<file path="src/rtl/int_responder.sv">
// rtl/int_responder.sv - CPU-side interrupt responder for the IRQ / isr_addr / IACK handshake
//
// Takes a pending interrupt at an instruction boundary and saves the return
// PC. It pulses iack once while capturing isr_addr, redirects fetch to the
// ISR, and masks further interrupts until mret retires. It then redirects
// fetch back to the saved PC.
//
// Ports:
//   clk, rst_n       clock (rising edge), asynchronous active-low reset
//   irq, isr_addr    interrupt request level / ISR entry address (valid with iack)
//   iack             one-cycle interrupt acknowledge pulse
//   ie_wr, ie_wdata  global interrupt enable write strobe / value
//   retire, pc_next  instruction retires this cycle / address of following instruction
//   mret             retiring instruction is a return-from-interrupt
//   stall            holds fetch/retire while the handshake is in flight
//   redirect_valid   one-cycle pulse loading redirect_pc into the fetch PC
//   redirect_pc      fetch target while redirect_valid=1
//   in_isr           high from acceptance until the return redirect completes
//   ie, epc          global interrupt enable / saved return address

module int_responder #(
  parameter int ADDR_W = 32
) (
  input  logic              clk,
  input  logic              rst_n,
  input  logic              irq,
  input  logic [ADDR_W-1:0] isr_addr,
  output logic              iack,
  input  logic              ie_wr,
  input  logic              ie_wdata,
  input  logic              retire,
  input  logic [ADDR_W-1:0] pc_next,
  input  logic              mret,
  output logic              stall,
  output logic              redirect_valid,
  output logic [ADDR_W-1:0] redirect_pc,
  output logic              in_isr,
  output logic              ie,
  output logic [ADDR_W-1:0] epc
);

  typedef enum logic [2:0] {
    RUN   = 3'd0,
    ACK   = 3'd1,
    REDIR = 3'd2,
    ISR   = 3'd3,
    RET   = 3'd4
  } state_t;

  state_t            state;
  state_t            state_nxt;
  logic [ADDR_W-1:0] target;
  logic              accept;

  // Only RUN looks at irq, so a stale irq level after iack cannot re-trigger.
  assign accept = (state == RUN) & irq & ie & retire & ~mret;

  // State register
  always_ff @(posedge clk or negedge rst_n) begin
    if (!rst_n) begin
      state <= RUN;
    end else begin
      state <= state_nxt;
    end
  end

  // Next-state logic
  always_comb begin
    state_nxt = state;
    case (state)
      RUN:     if (accept) state_nxt = ACK;
      ACK:     state_nxt = REDIR;
      REDIR:   state_nxt = ISR;
      ISR:     if (retire && mret) state_nxt = RET;
      RET:     state_nxt = RUN;
      default: state_nxt = RUN;
    endcase
  end

  // Outputs are decoded from state and registered data only.
  always_comb begin
    iack           = 1'b0;
    stall          = 1'b0;
    redirect_valid = 1'b0;
    redirect_pc    = '0;
    in_isr         = 1'b0;
    case (state)
      ACK: begin
        iack   = 1'b1;
        stall  = 1'b1;
        in_isr = 1'b1;
      end
      REDIR: begin
        redirect_valid = 1'b1;
        redirect_pc    = target;
        stall          = 1'b1;
        in_isr         = 1'b1;
      end
      ISR: begin
        in_isr = 1'b1;
      end
      RET: begin
        redirect_valid = 1'b1;
        redirect_pc    = epc;
        stall          = 1'b1;
        in_isr         = 1'b1;
      end
      default: ;
    endcase
  end

  // Enable, return address and ISR target registers.
  // accept uses the pre-edge ie, so a same-cycle ie clear does not cancel it.
  always_ff @(posedge clk or negedge rst_n) begin
    if (!rst_n) begin
      ie     <= 1'b0;
      epc    <= '0;
      target <= '0;
    end else begin
      if (ie_wr) ie <= ie_wdata;
      if (accept) epc <= pc_next;
      if (state == ACK) target <= isr_addr;
    end
  end

endmodule

</file>
<file path="config.mk">
export PLATFORM = sky130hd
export DESIGN_NAME = int_responder
export DESIGN_NICKNAME = d
export VERILOG_FILES = /design/src/rtl/int_responder.sv
export SDC_FILE = /design/constraint.sdc
export NUM_CORES = 1
export LEC_CHECK = 0
export BUFFER_PORTS_ARGS = -buffer_cell sky130_fd_sc_hd__buf_4
export CAP_MARGIN = 10
export CORE_ASPECT_RATIO = 0.7
export CORE_MARGIN = 2
export CORE_UTILIZATION = 50
export DETAILED_ROUTE_END_ITERATION = 10
export PLACE_DENSITY_LB_ADDON = 0.25
export SLEW_MARGIN = 20
export SYNTH_ARGS = -nofsm -noshare
export SYNTH_HDL_FRONTEND = slang
export SYNTH_SLANG_ARGS = --single-unit
</file>
<file path="constraint.sdc">
create_clock -name clk -period 4.4 [get_ports clk]
set_input_delay 0.22 -clock clk [delete_from_list [all_inputs] [get_ports clk]]
set_output_delay 0.22 -clock clk [all_outputs]
set_load 0.01 [all_outputs]
</file>
==> metrics.md <==
| Metric | Value |
|---|---|
| H-tree depth | `3` |
| Fillers | `406` |
| Initial drt markers | `just under 80` |
| FMAX | `approximately 390 MHz` |
| Critical-path maximum fanout | `17` |
| Postcts setup bufs | `0` |
| Leakage power | `0.00212 uW` |
| Final Cycle Share | `58.1%` |
| Bufs on Longest Clock Path | `2` |
| Maximum vdd drop | `about 0.00036 V` |
| Critical Path End Type | `primary output` |
| Vias in the first global route | `around 2.1k` |
| Top sig layer | `met4` |
| I/O Buffers | `139` |
| Worst-path clk slew | `approximately 0.070 ns` |
| GRT overflow | `0` |
| Post-synth EDFFs | `0` |
| Routed vias | `between 2k and 2.5k` |
| Worst Hold Slack | `-0.0180 ns` |
| Crit path to | `redirect_pc[30]` |
| Die height | `68.1 um` |
| NetSw | `~940 uW` |
| Met2 WL | `~3100 um` |
| Post-DRT Antenna Nets | `0` |
| Antenna violations before repair | `0` |
| R2R cell count | `3` |
| Part of the power in registers | `roughly two fifths` |
| Num CTS Buffers | `9` |
| WL per Instance | `about 17 um` |
| Placer Congestion | `0.766` |
| Synth area leaders | `dfrtp_1 (58%), mux2_2 (13%), mux2_1 (12%)` |
| Hold_buf cts | `0` |
| WL final | `6940 um` |
| Seq cells post-synth | `68` |
| Unique cell type count in the Yosys netlist | `20` |
| Post-synthesis sequential area ratio | `between 50% and 60%` |
| Syn nets | `roughly 270` |
| Worst Hold Class | `in2async` |
| DIE AREA | `about 6500 um2` |
| R2r endpoint | `epc[5]$_DFFE_PN0P_` |
| Most frequent cell after synthesis | `dfrtp_1` |
| Switching share of power | `about a third` |
| Cell area after synthesis | `2940 um2` |
| Metal3 WL | `roughly 570 um` |
| DRC violation count after routing | `0` |
| Initial Util | `between 50% and 60%` |
| Die W | `~96 um` |
| Routed length on met1 | `about 3200 um` |
| Core area | `between 5000 and 6000 um2` |
| Final-report hold violation count | `7` |
| Io pins | `140` |
| Final setup fails | `0` |
| First-pass GRT wire length | `between 10000 and 15000 um` |
| Final HPWL DP | `roughly 5100 um` |
| Post-CTS sizing | `0` |
| Largest net degree at the start of global routing | `69` |
| Ant. Diodes | `0` |
| Nets | `~410` |
| Internal Dissipation | `around 1900 uW` |
| Vias per cell | `approximately 5.2` |
| Final-report max-slew violation count | `0` |
| Fraction of layout cells with a size suffix above 1 | `a little under three fifths` |
| Comb pwr share | `between 40% and 50%` |
| Synthesized area per cell | `around 15 um2` |
| # Max-Cap Violations | `0` |
| Clk_lat worst skew | `0.33 ns` |
| Commonest cells in the netlist | `dfrtp_1 (68), mux2_2 (33), a22o_1 (32), mux2_1 (32), buf_2 (8)` |
| Post-synth top area share | `58.0%` |
| DR pass1 iterations | `4` |
| Reg2reg start | `state[1]$_DFFE_PN0P_` |
| Flop2flop setup slack | `~2.1 ns` |
| Failing checks | `hold timing` |
| Warnings, synthesis | `0` |
| RSZ-0062 raised after global routing | `false` |
| Slew @ Worst Pin | `~0.98 ns` |
| CTS sink count | `~70` |
| Total track usage | `between 20% and 30%` |
| Final clock skew | `~0.006 ns` |
| Row count | `23` |
| Final Critical Period | `~2.6 ns` |
| Worst Setup SP | `state[2]$_DFFE_PN0P_` |
| FFs w/ async S/R, synth | `between 90% and 100%` |
| Setup TNS | `0 ns` |
| TritonCTS clock tree | `built` |
| Critical Path RT | `~4.2 ns` |
| Synth area leader | `dfrtp_1` |
| Ys flop type | `dfrtp_1` |
| Clock Power Share | `around 16%` |
| Worst slew margin | `approximately a third` |
| Root Buffer | `clkbuf_8` |
| Power Density | `just under 700 nW/um2` |
| Critical path class | `reg2out` |
| Area Overhead vs Synth | `42.4%` |
| Setup crit start kind | `register` |
| Outcome | `complete, but fails checks` |
| Critical path arrival | `between 2 and 2.5 ns` |
| Syn Inst Count | `between 150 and 200` |
[registers in the layout, indices dropped and copies added, names as in the netlist]
register and cells:
epc 32, ie 1, state 3, target 32
[cells in the final DEF, fill, tap and decap left out, types with 2 or more instances in the layout]
cell type,instances
buf_4,142
dfrtp_1,68
mux2_2,33
a22o_1,32
mux2_1,32
clkbuf_8,10
nor2_1,4
clkinv_2,4
xnor2_1,2
[power by group through the flow]
stage	Sequential [uW]	Clock, uW	Combinational, uW
4_1_cts	1150	449	1250
5_1_grt	1190	478	1320
3_3_place_gp	1140	0	1220
3_5_place_dp	1150	0	1240
2_1_floorplan	1140	0	646
6_report	1150	435	1230
[stage by stage]
stage / std cells / worst slack (ns) / power, uW / cell area, um2 / utilization [%]
final: 416 / 1.84 / 2810 / 4180 / 73.3
after global routing: 416 / 1.66 / 2980 / 4180 / 73.3
after CTS: 416 / 1.81 / 2840 / 4180 / 73.3
after detailed placement: 400 / 2.08 / 2400 / 4010 / 70.4
after global placement: 400 / 2.03 / 2360 / 4010 / 70.4
after floorplan: 198 / 2.84 / 1790 / 2940 / -
[worst min path at each step]
stage | endpoint | depth (start not counted) | startpoint
floorplan | epc[0]$_DFFE_PN0P_ | 0 | rst_n
global placement | ie$_DFFE_PN0P_ | 1 | rst_n
detailed placement | ie$_DFFE_PN0P_ | 1 | rst_n
CTS | epc[15]$_DFFE_PN0P_ | 1 | rst_n
global route | ie$_DFFE_PN0P_ | 1 | rst_n
finish | ie$_DFFE_PN0P_ | 1 | rst_n
[final cells by class]
type                    instances  area (um2)  area share (%)
well taps                      75        93.8            2.25
repair buffers                142        1070            25.5
clock inverters                 5        27.5           0.659
flip-flops and latches         68        1700            40.7
inverters                       1        3.75          0.0898
clock buffers                  11         141            3.38
multi-input cells             114        1140            27.4
[metal layers]
layer	up-vias	global-route usage (%)
li1	1006	-
met5	-	0
met4	0	7.68
met2	89	31.9
met1	1065	30.2
met3	7	6.50
[worst max-delay path, cell delays in order, from the launching register on]
cell      delay [ns]
dfrtp_1         0.51
nand2b_1        0.25
nor2_2          0.58
buf_4           0.35
a22o_1          0.18
buf_4           0.12
[kinds of logic after synthesis]
kind of cell	after synthesis	synth area share, %
xor+xnor	2	0.597
buf+inv	16	3.15
mux	65	24.9
simple gates	13	3.28
compound gates	34	10.1
flops	68	58.0
No activity file was read; power rests on OpenSTA's default activity.
